--- src/rtl/increment_sequencer.sv ---
// increment_sequencer: loads a start value and a target, then counts up by one
// on each step while running until the count reaches the target.
// Outputs are all registered; carry/overflow/sat are sticky until the next start.
// Optional build macro: SATURATE_EN -- when defined, a step at all-ones holds the
// count, raises sat and finishes the sequence instead of wrapping to zero.
module increment_sequencer #(
    parameter int WIDTH = 4
) (
    input  logic             clk,
    input  logic             rst_n,
    input  logic             start,
    input  logic [WIDTH-1:0] load_val,
    input  logic [WIDTH-1:0] target,
    input  logic             step,
    output logic [WIDTH-1:0] count,
    output logic             busy,
    output logic             done,
    output logic             carry,
    output logic             overflow,
    output logic             sat
);

    typedef enum logic [1:0] {
        IDLE = 2'd0,
        RUN  = 2'd1,
        DONE = 2'd2
    } state_t;

    // Unsigned maximum (wrap point) and signed maximum (signed overflow point).
    localparam logic [WIDTH-1:0] UMAX = {WIDTH{1'b1}};
    localparam logic [WIDTH-1:0] SMAX = {1'b0, {(WIDTH-1){1'b1}}};

    state_t           state;
    logic [WIDTH-1:0] tgt;
    logic [WIDTH-1:0] count_inc;

`ifdef SATURATE_EN
    logic             sat_r;
    assign sat = sat_r;
`else
    assign sat = 1'b0;
`endif

    assign count_inc = count + WIDTH'(1);

    // Sequencer FSM: state, count, captured target and all registered flags.
    always_ff @(posedge clk) begin
        if (!rst_n) begin
            state    <= IDLE;
            count    <= '0;
            tgt      <= '0;
            busy     <= 1'b0;
            done     <= 1'b0;
            carry    <= 1'b0;
            overflow <= 1'b0;
`ifdef SATURATE_EN
            sat_r    <= 1'b0;
`endif
        end else begin
            case (state)
                IDLE: begin
                    if (start) begin
                        count    <= load_val;
                        tgt      <= target;
                        carry    <= 1'b0;
                        overflow <= 1'b0;
`ifdef SATURATE_EN
                        sat_r    <= 1'b0;
`endif
                        // A zero-length sequence skips RUN entirely.
                        if (load_val == target) begin
                            state <= DONE;
                            done  <= 1'b1;
                        end else begin
                            state <= RUN;
                            busy  <= 1'b1;
                        end
                    end
                end
                RUN: begin
                    if (step) begin
                        if (count == SMAX) begin
                            overflow <= 1'b1;
                        end
`ifdef SATURATE_EN
                        // At all-ones the count pins and the sequence ends early.
                        if (count == UMAX) begin
                            sat_r <= 1'b1;
                            state <= DONE;
                            busy  <= 1'b0;
                            done  <= 1'b1;
                        end else
`endif
                        begin
                            count <= count_inc;
                            if (count == UMAX) begin
                                carry <= 1'b1;
                            end
                            if (count_inc == tgt) begin
                                state <= DONE;
                                busy  <= 1'b0;
                                done  <= 1'b1;
                            end
                        end
                    end
                end
                DONE: begin
                    state <= IDLE;
                    done  <= 1'b0;
                end
                default: begin
                    state <= IDLE;
                    busy  <= 1'b0;
                    done  <= 1'b0;
                end
            endcase
        end
    end

endmodule

--- config.mk ---
export PLATFORM = sky130hd
export DESIGN_NAME = increment_sequencer
export DESIGN_NICKNAME = d
export VERILOG_FILES = /design/src/rtl/increment_sequencer.sv
export SDC_FILE = /design/constraint.sdc
export NUM_CORES = 1
export LEC_CHECK = 0
export ABC_CLOCK_PERIOD_IN_PS = 1500
export CORE_UTILIZATION = 46
export CTS_CLUSTER_DIAMETER = 80
export CTS_CLUSTER_SIZE = 12
export DETAILED_ROUTE_END_ITERATION = 8
export PLACE_DENSITY = 0.77
export SYNTH_ARGS = -nofsm -noshare
export SYNTH_HDL_FRONTEND = slang
export SYNTH_SLANG_ARGS = --single-unit
--- constraint.sdc ---
create_clock -name clk -period 1.5 [get_ports clk]
set_input_delay 0.225 -clock clk [delete_from_list [all_inputs] [get_ports clk]]
set_output_delay 0.225 -clock clk [all_outputs]
set_load 0.005 [all_outputs]
**Word-level counts from Yosys, hierarchy flattened**

Cells that the tools add are included.

- Add/sub/neg operators: 1
- Equal/unequal tests: 13
- Muxes and demuxes: 25
- Bitwise gates (word level): 1
- Reductions and logical operators: 9

Operator list:

| kind | count |
|---|---|
| $ne A2 B2 Y1 const B | 7 |
| $mux W1 | 13 |
| $reduce_and A4 Y1 | 3 |
| $eq A4 B4 Y1 | 2 |
| $mux W2 | 4 |
| $mux W4 | 2 |
| $pmux W4 S2 | 1 |
| $pmux W1 S2 | 3 |
| $reduce_and A3 Y1 | 2 |
| $reduce_and A5 Y1 | 1 |
| $add A4 B1 Y4 const B | 1 |
| $eq A4 B3 Y1 const B | 1 |
| $eq A4 B4 Y1 const B | 1 |
| $pmux W2 S2 | 1 |
| $pmux W1 S3 | 1 |
| $eq A2 B1 Y1 const B | 1 |
| $eq A2 B2 Y1 const B | 1 |
| $logic_not A2 Y1 | 1 |
| $reduce_and A2 Y1 | 1 |
| $reduce_bool A2 Y1 | 1 |
| $not A1 Y1 | 1 |

- Bits in registers: 14
- Input bits: 12
- Output and inout port bits: 9
- Logic and storage cells: 56

**Logic depth before layout (Yosys ltp)**

- Depth after elaboration: 5
- Depth in mapped cells: 5
- Gate-level depth less buffers: 5

**Worst setup path before layout**

No wires, ideal clock.

- Path type: flip-flop to flip-flop
- Start: register count[0]
- End: register busy
- Library setup time: 125 ps
- Arrival: 1259 ps
- Required time: 1375 ps
- Setup slack: 116 ps
- Stages on the path, launching flop included: 6
- Path buffers: 0
- Clock period less this slack: 1384 ps
- Path through: dfxtp_1 > ha_1 > xor3_1 > nor2_1 > nand3_1 > nor4b_2

- Cells in the longest elaborated chain, start to end: 4

Ends and longest elaborated chain:

| what | RTL line | RTL |
|---|---|---|
| start, declared | 15 | `output logic [WIDTH-1:0] count,` |
| start signal, assigned | 63 | `count <= load_val;` |
| start signal, assigned | 95 | `count <= count_inc;` |
| $add A4 B1 Y4 | 44 | `assign count_inc = count + WIDTH'(1);` |
| $eq A4 B4 Y1 | 99 | `if (count_inc == tgt) begin` |
| $ne A2 B2 Y1 (no line) | - |  |
| $reduce_and A5 Y1 (no line) | - |  |
| end signal, assigned | 52 | `busy <= 1'b0;` |
| end signal, assigned | 101 | `busy <= 1'b0;` |
| end signal, assigned | 113 | `busy <= 1'b0;` |
| end, declared | 16 | `output logic busy,` |

Every way passes these cells.
A chain may end at the register's enable or synchronous reset.

**Final worst setup path**

- Start: register count[1]
- End: output count[1]

No word-level cell between the ends.

==> flow_summary.yaml <==
placed_design:
  port_buffers: 19
  gp_congestion: 0.8228
  dpl.hpwl_um: 1484
  placed_cells: 134
floorplan:
  dieArea_mm2: 0.001855
  io_pins: 21
  row_count: 14
  start_util_pct: 50.32
  core-area_mm2: 0.001541
  die_w_um: 43.07
  die_y_um: 43.07
clocking:
  cts_root_buffer: "clkbuf_4"
  cts-htree-levels: 1
  tritoncts: "built"
  clk_latency_ns: 0.29
  cts_buffer_depth: 2
  post_cts_buffers: 0
  numCtsBuffers: 3
  holdBufCountCts: 0
  clock-sinks: 14
  cts.clk_slew.worst_paths_ns: 0.08
setup_path:
  path_class: "reg -> out"
  crit_fanout: 3
  crit_path_start_kind: "flip-flop"
  critPathCaptureType: "primary output"
  path_cells: "buf_4 > clkdlybuf4s50_1"
  worstPathRequired_ns: 1.27
  slowest_stage: "clkdlybuf4s50_1"
  critPathArrivalTime_ns: 1.21
  critPathMaxStageDelay_ns: 0.49
timing:
  fin_crit_sh_pct: 95.99
  fmax_mhz: 694.5
  maxSlewViolCount: 0
  final-setup-viol-count: 0
  timing.final.crit_period_ns: 1.440
  skew_ns: 0.002888
  finalHoldViolations: 0
  rsz0062_at_grt: "no"
drt:
  post_drt_wl_per_cell_um: 13.91
  drt-total-wl_um: 1920
  drt_pass1_iterations: 4
  ant_nets: 0
  vias_per_cell: 5.514
  drc_errors: 0
  drtIter0Drc: 17
  vias: 761
yosys:
  ys.flop_type: "dfxtp_1"
  synthesis.instances: 90
  synth_area_leaders: "dfxtp_1 36%, xnor2_1 7.9%, a21oi_1 5.8%"
  yosysSeqAreaShare_pct: 36.13
  syn_nets: 103
  yosysWarnings: 0
  avgSynthCellArea_um2: 8.619
  synth_cell_types: 33
  yosys.area.top_type: "dfxtp_1"
  synth_area_um2: 775.7
  yosys.area.top_type_share_pct: 36.13
  ys_ff_latch: 14
  synth_edf_count: 0
  async_reset_ff_share_pct: 0
pwr:
  ir_worst_vdd_uv: 558.5
  power_density_mw_per_mm2: 918.3
  power.leakage_nw: 0.4398
  p_total_mw: 1.015
cells_and_area:
  diodes: 0
  nNetsFinal: 136
  drive_gt1_share_pct: 22.95
  area_growth_pct: 42.42
  stdcell_count: 138
grt:
  grt_pass1_wl_um: 3256
  grt_overflow: 0
  grt_use_total_pct: 23.71
  grt_max_degree: 13
  antenna_found_initial: 0
  grt_pass1_vias: 745
run_status:
  status: "finished clean"
hold_path:
  hp-class: "reg -> reg"
flow_run:
  cap_violations: 0
-- final timing paths --
kind                            startpoint        to  slack [ns]  depth (start not counted)
worst max-delay path              count[1]  count[1]        0.06                          2
worst min-delay path              overflow  overflow        0.49                          2
worst max register to register    count[0]      busy        0.11                          5
worst min register to register    overflow  overflow        0.49                          2
-- power breakdown --
group          total [mW]  switching [mW]  leakage (nW)  internal (mW)
Clock               0.275           0.127        0.0210          0.148
Sequential          0.436          0.0320         0.117          0.404
Combinational       0.304           0.131         0.302          0.173
Total                1.01           0.290         0.440          0.725
-- area by class of cell --
type | count | area (µm²)
clock buffer | 4 | 36.28
fill | 130 | 436.7
inverter | 5 | 18.77
multi-input combinational | 68 | 459.2
sequential | 14 | 289.0
tap | 16 | 20.02
timing repair buffer | 31 | 281.5
-- state kept, by name, summed over array words and instances, names as in the netlist --
name,count
busy,1
done,1
count,4
overflow,1
carry,1
tgt,4
state,2
-- timing repair --
item	in CTS	in global routing
resized for setup	4	6
pin swaps	0	1
endpoints found under the setup margin	2	10
-- cells in the mapped netlist (2+ instances only) --
cell type / count
nor2_1: 7
a211oi_1: 2
dfxtp_1: 14
inv_1: 5
nor2b_1: 2
o21ai_0: 5
a21oi_1: 9
xnor2_1: 7
a311oi_1: 2
nand3_1: 2
nand2b_1: 3
nand2_1: 10
a41oi_1: 2
-- cells in the final DEF (no fill, tap or decap), drive strengths merged --
master / synthesis / layout
xor2: 1 / 1
a31oi: 1 / 1
a211oi: 2 / 2
nor2b: 2 / 2
a221oi: 1 / 1
nand4: 1 / 1
dfxtp: 14 / 14
a21oi: 10 / 10
nor4b: 1 / 1
or2: 1 / 1
dlygate4sd2: 0 / 1
nor2: 7 / 7
a21boi: 1 / 1
nand2: 10 / 10
dlymetal6s2s: 0 / 1
nor3b: 1 / 1
a311oi: 2 / 2
xnor2: 7 / 7
clkdlybuf4s50: 0 / 17
nand2b: 3 / 3
inv: 5 / 5
buf: 2 / 12
clkbuf: 1 / 4
ha: 1 / 1
mux2: 1 / 1
a41oi: 2 / 2
nand3: 2 / 2
a2bb2oi: 1 / 1
xor3: 1 / 1
o21ai: 6 / 6
o32ai: 1 / 1
or2b: 1 / 1
conb: 1 / 1
-- layer usage --
metal / track usage, % / vias to the layer above / routed length, µm
li1: - / 383 / -
met1: 30.61 / 344 / 850
met2: 37.27 / 27 / 915
met3: 4.255 / 7 / 101
met4: 12.73 / 0 / 53
met5: 0 / - / 0
-- critical path, delay by kind of cell, from the launching register on --
| kind | cells | cell delay [ns] |
|---|---|---|
| buf+inv | 2 | 0.60 |
| flops | 1 | 0.33 |
-- cell families after synthesis --
family / count (synthesis) / synth area share (%)
XOR/XNOR: 9 / 12.10
buffers and inverters: 8 / 5.323
flip-flops: 14 / 36.13
AND/OR/NAND/NOR: 29 / 19.03
AO/OA/AOI/OAI: 27 / 23.87
adder cells (fa/ha/maj): 1 / 1.613
other: 1 / 0.4834
multiplexers: 1 / 1.452
-- stage by stage --
| step | TNS, ns | hold WS [ns] | instance area [µm²] | utilization (%) | worst slack, ns |
|---|---|---|---|---|---|
| finish | 0 | 0.4893 | 1105 | 71.67 | 0.06010 |
| global route | 0 | 0.5182 | 1105 | 71.67 | 0.01187 |
| CTS | 0 | 0.4876 | 1094 | 70.94 | 0.01468 |
| detailed placement | -0.5645 | 0.4703 | 1054 | 68.34 | -0.08123 |
| global placement | -0.5483 | 0.4573 | 1054 | 68.34 | -0.08780 |
| floorplan | 0 | 0.3550 | 775.7 | - | 0.1159 |
Power figures use the tool's default switching activity.
==> variant 1, RTL diff (same settings) <==
Change the parameter `WIDTH` from 4 to 3.
--- a/src/rtl/increment_sequencer.sv
+++ b/src/rtl/increment_sequencer.sv
@@ -4,7 +4,7 @@
 // Optional build macro: SATURATE_EN -- when defined, a step at all-ones holds the
 // count, raises sat and finishes the sequence instead of wrapping to zero.
 module increment_sequencer #(
-    parameter int WIDTH = 4
+    parameter int WIDTH = 3
 ) (
     input  logic             clk,
     input  logic             rst_n,
Interface: changed (resized count, load_val and target); port bits go from 21 to 18. No check against the original RTL was run, so the function may have changed too.
==> variant 1 against the original RTL <==
Total power shrank 6.0%; critical path depth up 4; worst setup slack got worse by 140 ps; non-clock buffer count is 8 lower; area after synthesis decreased by 17%; the run now ends with setup timing left; highest routed layer unchanged; final area decreased by 13%; routed wire length decreased by 24%; sequential cell count decreased by 2; critical endpoint is now busy$_SDFFE_PN0P_; maximum frequency decreased by 9.0%; sequential share of layout area shrank 0.61 points.
==> variant 1: results (changes against the original RTL) <==
| Metric | Value |
|---|---|
| Final setup vio count | `3 (+3)` |
| Clock transition at path regs | `70 ps` |
| Hold Crit Endpoint | `done$_SDFFE_PN0P_` |
| Worst Hold Launch | `done$_SDFFE_PN0P_` |
| Biggest regs | `count x3, tgt x3, state x2` |
| Failing checks | `setup timing` |
| Critical path's slowest cell | `dfxtp_4` |
| GRT Total Usage | `21.3% (-2.4 points)` |
| Outcome | `complete, but fails checks` |
| Sequential power | `0.379 mW (-13%)` |
| Worst VDD drop | `0.588 mV (+5.2%)` |
| Setup CP Type | `reg2reg` |
| Vias post-DR | `560 (-26%)` |
| CTS resizes | `1 (-3)` |
| Leak Pwr | `0.408 nW (-7.2%)` |
| Compound-Gate Fraction of Synth Area | `16.2% (-7.7 points)` |
| Setup tns final | `-151 ps (-151 ps)` |
| Netlist cell types | `26 (-21%)` |
| Iteration-0 DRC Markers | `12 (-5)` |
| Setup Buffers After CTS | `0 (unchanged)` |
| Setup WS pre-CTS | `-34.1 ps (+47.2 ps)` |
| CP delay by family, top | `adder cells` |
| Synth area leaders | `dfxtp_1, mux2i_1, ha_1` |
| Post-synthesis mux area share | `9.36% (+7.9 points)` |
| Nets | `107 (-21%)` |
| Cell total after placement | `104 (-22%)` |
| Port Buf Inserts | `16 (-3)` |
| Clock network fraction of total power | `27.6% (+0.5 points)` |
| First-pass GRT wire length | `2.15 mm (-34%)` |
| Synth Area in XOR/XNOR | `8.19% (-3.9 points)` |
| Int Pwr | `0.673 mW (-7.1%)` |
| Avg Synthesized Cell Area | `9.58 µm² (+11%)` |
| Vias in the first global route | `514 (-31%)` |
| Largest net degree at the start of global routing | `8 (-5)` |
| DP Area | `903 µm² (-14%)` |
| Clk_skew | `3.99 ps (+1.11 ps)` |
| Wirelength per Cell | `13.5 µm (-3.2%)` |
| Net Count, Synth | `80 (-22%)` |
| Share of the yosys chip area belonging to registers | `37.4% (+1.3 points)` |
| Final WS setup | `-81.6 ps (-142 ps)` |
| Leading cell types by count after synthesis | `dfxtp_1, nor2_1, a21oi_1, mux2i_1` |
| Critical Path AT | `1780 ps (+570 ps)` |
| Reg2reg path depth | `6 (+1)` |
| Routability congestion estimate | `0.836 (+1.6%)` |
| Slowest cell delay on critical path | `360 ps (-130 ps)` |
| Detailed placement HPWL | `1.07 mm (-28%)` |
| Post-Synth Adder-Cell Area | `5.85% (+4.2 points)` |
| Fraction of final layout cells sized beyond drive strength 1 | `22.6% (-0.37 points)` |
| Via/cell ratio | `5.19 (-6.0%)` |
| Hold_ws | `460 ps (-29.3 ps)` |
| Switching share of power | `29.4% (+0.85 points)` |
[variant 1: cell count changes after synthesis, moves of 2 or more]
cell     change
nand2_1      -9
mux2i_1      +6
o21ai_0      -5
a21oi_1      -3
xnor2_1      -3
a41oi_1      -2
dfxtp_1      -2
ha_1         +2
nor2_1       +2
nor2b_1      -2
[variant 1: area by class of cell]
| cell class | instances | area (µm²) |
|---|---|---|
| timing repair buffer | 23 | 218 |
| inverter | 4 | 15.0 |
| clock buffer | 4 | 36.3 |
| multi-input combinational | 50 | 427 |
| fill | 93 | 342 |
| sequential | 12 | 245 |
| tap | 15 | 18.8 |
[variant 1: kinds of logic after synthesis]
logic type | after synthesis
AND/OR/NAND/NOR | 21
AO/OA/AOI/OAI | 13
flip-flops | 12
XOR/XNOR | 6
multiplexers | 6
buffers and inverters | 5
adder cells (fa/ha/maj) | 3
other | 1
[variant 1: per-layer routing]
metal	wire [µm]	global-route usage [%]
met1	650	23.4
met2	725	37.5
met3	47	3.41
met4	31	12.9
met5	0	0
==> variant 2, RTL diff (config.mk and constraints unchanged) <==
Made on the original files. Add an input register stage for `start`, `load_val`, `target` and `step`, without a reset; this delays them by one clock. Comments in the files are not updated.
--- a/src/rtl/increment_sequencer.sv
+++ b/src/rtl/increment_sequencer.sv
@@ -30,6 +30,18 @@
     localparam logic [WIDTH-1:0] UMAX = {WIDTH{1'b1}};
     localparam logic [WIDTH-1:0] SMAX = {1'b0, {(WIDTH-1){1'b1}}};
 
+    logic start_q;
+    logic [WIDTH-1:0] load_val_q;
+    logic [WIDTH-1:0] target_q;
+    logic step_q;
+
+    always_ff @(posedge clk) begin
+        start_q    <= start;
+        load_val_q <= load_val;
+        target_q   <= target;
+        step_q     <= step;
+    end
+
     state_t           state;
     logic [WIDTH-1:0] tgt;
     logic [WIDTH-1:0] count_inc;
@@ -59,16 +71,16 @@
         end else begin
             case (state)
                 IDLE: begin
-                    if (start) begin
-                        count    <= load_val;
-                        tgt      <= target;
+                    if (start_q) begin
+                        count    <= load_val_q;
+                        tgt      <= target_q;
                         carry    <= 1'b0;
                         overflow <= 1'b0;
 `ifdef SATURATE_EN
                         sat_r    <= 1'b0;
 `endif
                         // A zero-length sequence skips RUN entirely.
-                        if (load_val == target) begin
+                        if (load_val_q == target_q) begin
                             state <= DONE;
                             done  <= 1'b1;
                         end else begin
@@ -78,7 +90,7 @@
                     end
                 end
                 RUN: begin
-                    if (step) begin
+                    if (step_q) begin
                         if (count == SMAX) begin
                             overflow <= 1'b1;
                         end
Formal check against the unedited RTL: not equivalent (a bounded check fails within 4 cycles, from zero or initial values and one cycle with rst_n low).
==> variant 2 against the original RTL <==
The run now ends with setup timing left; worst setup slack lost 77 ps; routed wire length grew 5.5%; total power grew 32%; clock skew grew 2.5 ps; combinational power shrank 6%; largest power group unchanged; critical path depth grew 3; area after synthesis grew 25%; final area grew 18%; sequential cell count grew 10.
==> variant 2: results (changes against the original RTL) <==
| Metric | Value |
|---|---|
| Clk_skew | `5.38 ps (+2.49 ps)` |
| Final WS setup | `-16.9 ps (-77.0 ps)` |
| Hold_ws | `344 ps (-145 ps)` |
| DP Area | `1260 µm² (+20%)` |
| Failing checks | `setup timing` |
| M1 WL | `852 µm (+0.24%)` |
| Share of the yosys chip area belonging to registers | `49.6% (+13 points)` |
| Drt pass-1 iters | `3 (-1)` |
| Critical Path AT | `1720 ps (+510 ps)` |
| Hold depth | `1 (-1)` |
| Met2 Use GR | `33.0% (-4.3 points)` |
| Via/cell ratio | `5.17 (-6.2%)` |
| Hold Crit Endpoint | `load_val_q[0]$_DFF_P_` |
| Met3 GRT Util | `3.77% (-0.48 points)` |
| GRT Total Usage | `19.5% (-4.2 points)` |
| Largest net degree at the start of global routing | `14 (+1)` |
| Leading cell types by count after synthesis | `dfxtp_1, a21oi_1, nand2_1, xnor2_1, o21ai_0` |
| Fillers | `186 (+43%)` |
| Int Pwr | `0.999 mW (+38%)` |
| First-pass GRT wire length | `2.97 mm (-8.9%)` |
| Vias in the first global route | `679 (-8.9%)` |
| Final setup vio count | `2 (+2)` |
| Synth area leaders | `dfxtp_1, xnor2_1, a21oi_1` |
| Outcome | `complete, but fails checks` |
| Critical path's slowest cell | `dfxtp_2` |
| Netlist cell types | `32 (-3.0%)` |
-- variant 2: changes by cell type after synthesis, moves of 2 or more --
cell | before | now
buf_2 | 0 | 3
dfxtp_1 | 14 | 24
nand2_1 | 10 | 7
nor2_1 | 7 | 4
o21a_1 | 0 | 2
a311oi_1 | 2 | 0
mux2i_1 | 0 | 2
-- variant 2: kinds of logic after synthesis --
group | count (synthesis) | share of synthesized area (%)
xor gates and xnor gates | 9 | 9.69
DFF | 24 | 49.6
muxes | 2 | 2.07
adders and majority gates | 1 | 1.29
buffers and inverters | 8 | 3.88
AOI/OAI and AO/OA | 27 | 18.9
other | 1 | 0.387
and+or+nand+nor | 25 | 14.2
-- variant 2: area by class of cell --
cell class / instances / area [µm²] / share of cell area (%)
Sequential cell: 24 / 493 / 37.8
Multi-Input combinational cell: 65 / 465 / 35.7
Timing Repair Buffer: 29 / 262 / 20.0
Clock buffer: 4 / 36.3 / 2.78
Tap cell: 27 / 33.8 / 2.59
Inverter: 4 / 15.0 / 1.15
-- variant 2: timing repair --
item	4_1_cts	5_1_grt
setup endpoints to repair	6	7
pin swaps	4	5
resized for setup	6	4
-- variant 2: worst max-delay path, delay by kind of cell, from the launching register on --
kind | cells | cell delay, ps
flip-flops | 1 | 370
XOR/XNOR | 1 | 350
AND/OR/NAND/NOR | 3 | 570
buffers and inverters | 1 | 120
-- variant 2: worst max path at each step --
stage                                 end  cells past startpoint
floorplan               busy$_SDFFE_PN0P_                      4
CTS                     busy$_SDFFE_PN0P_                      5
finish              state[0]$_SDFFE_PN0P_                      5
global route        state[0]$_SDFFE_PN0P_                      5
global placement        busy$_SDFFE_PN0P_                      4
detailed placement      busy$_SDFFE_PN0P_                      4
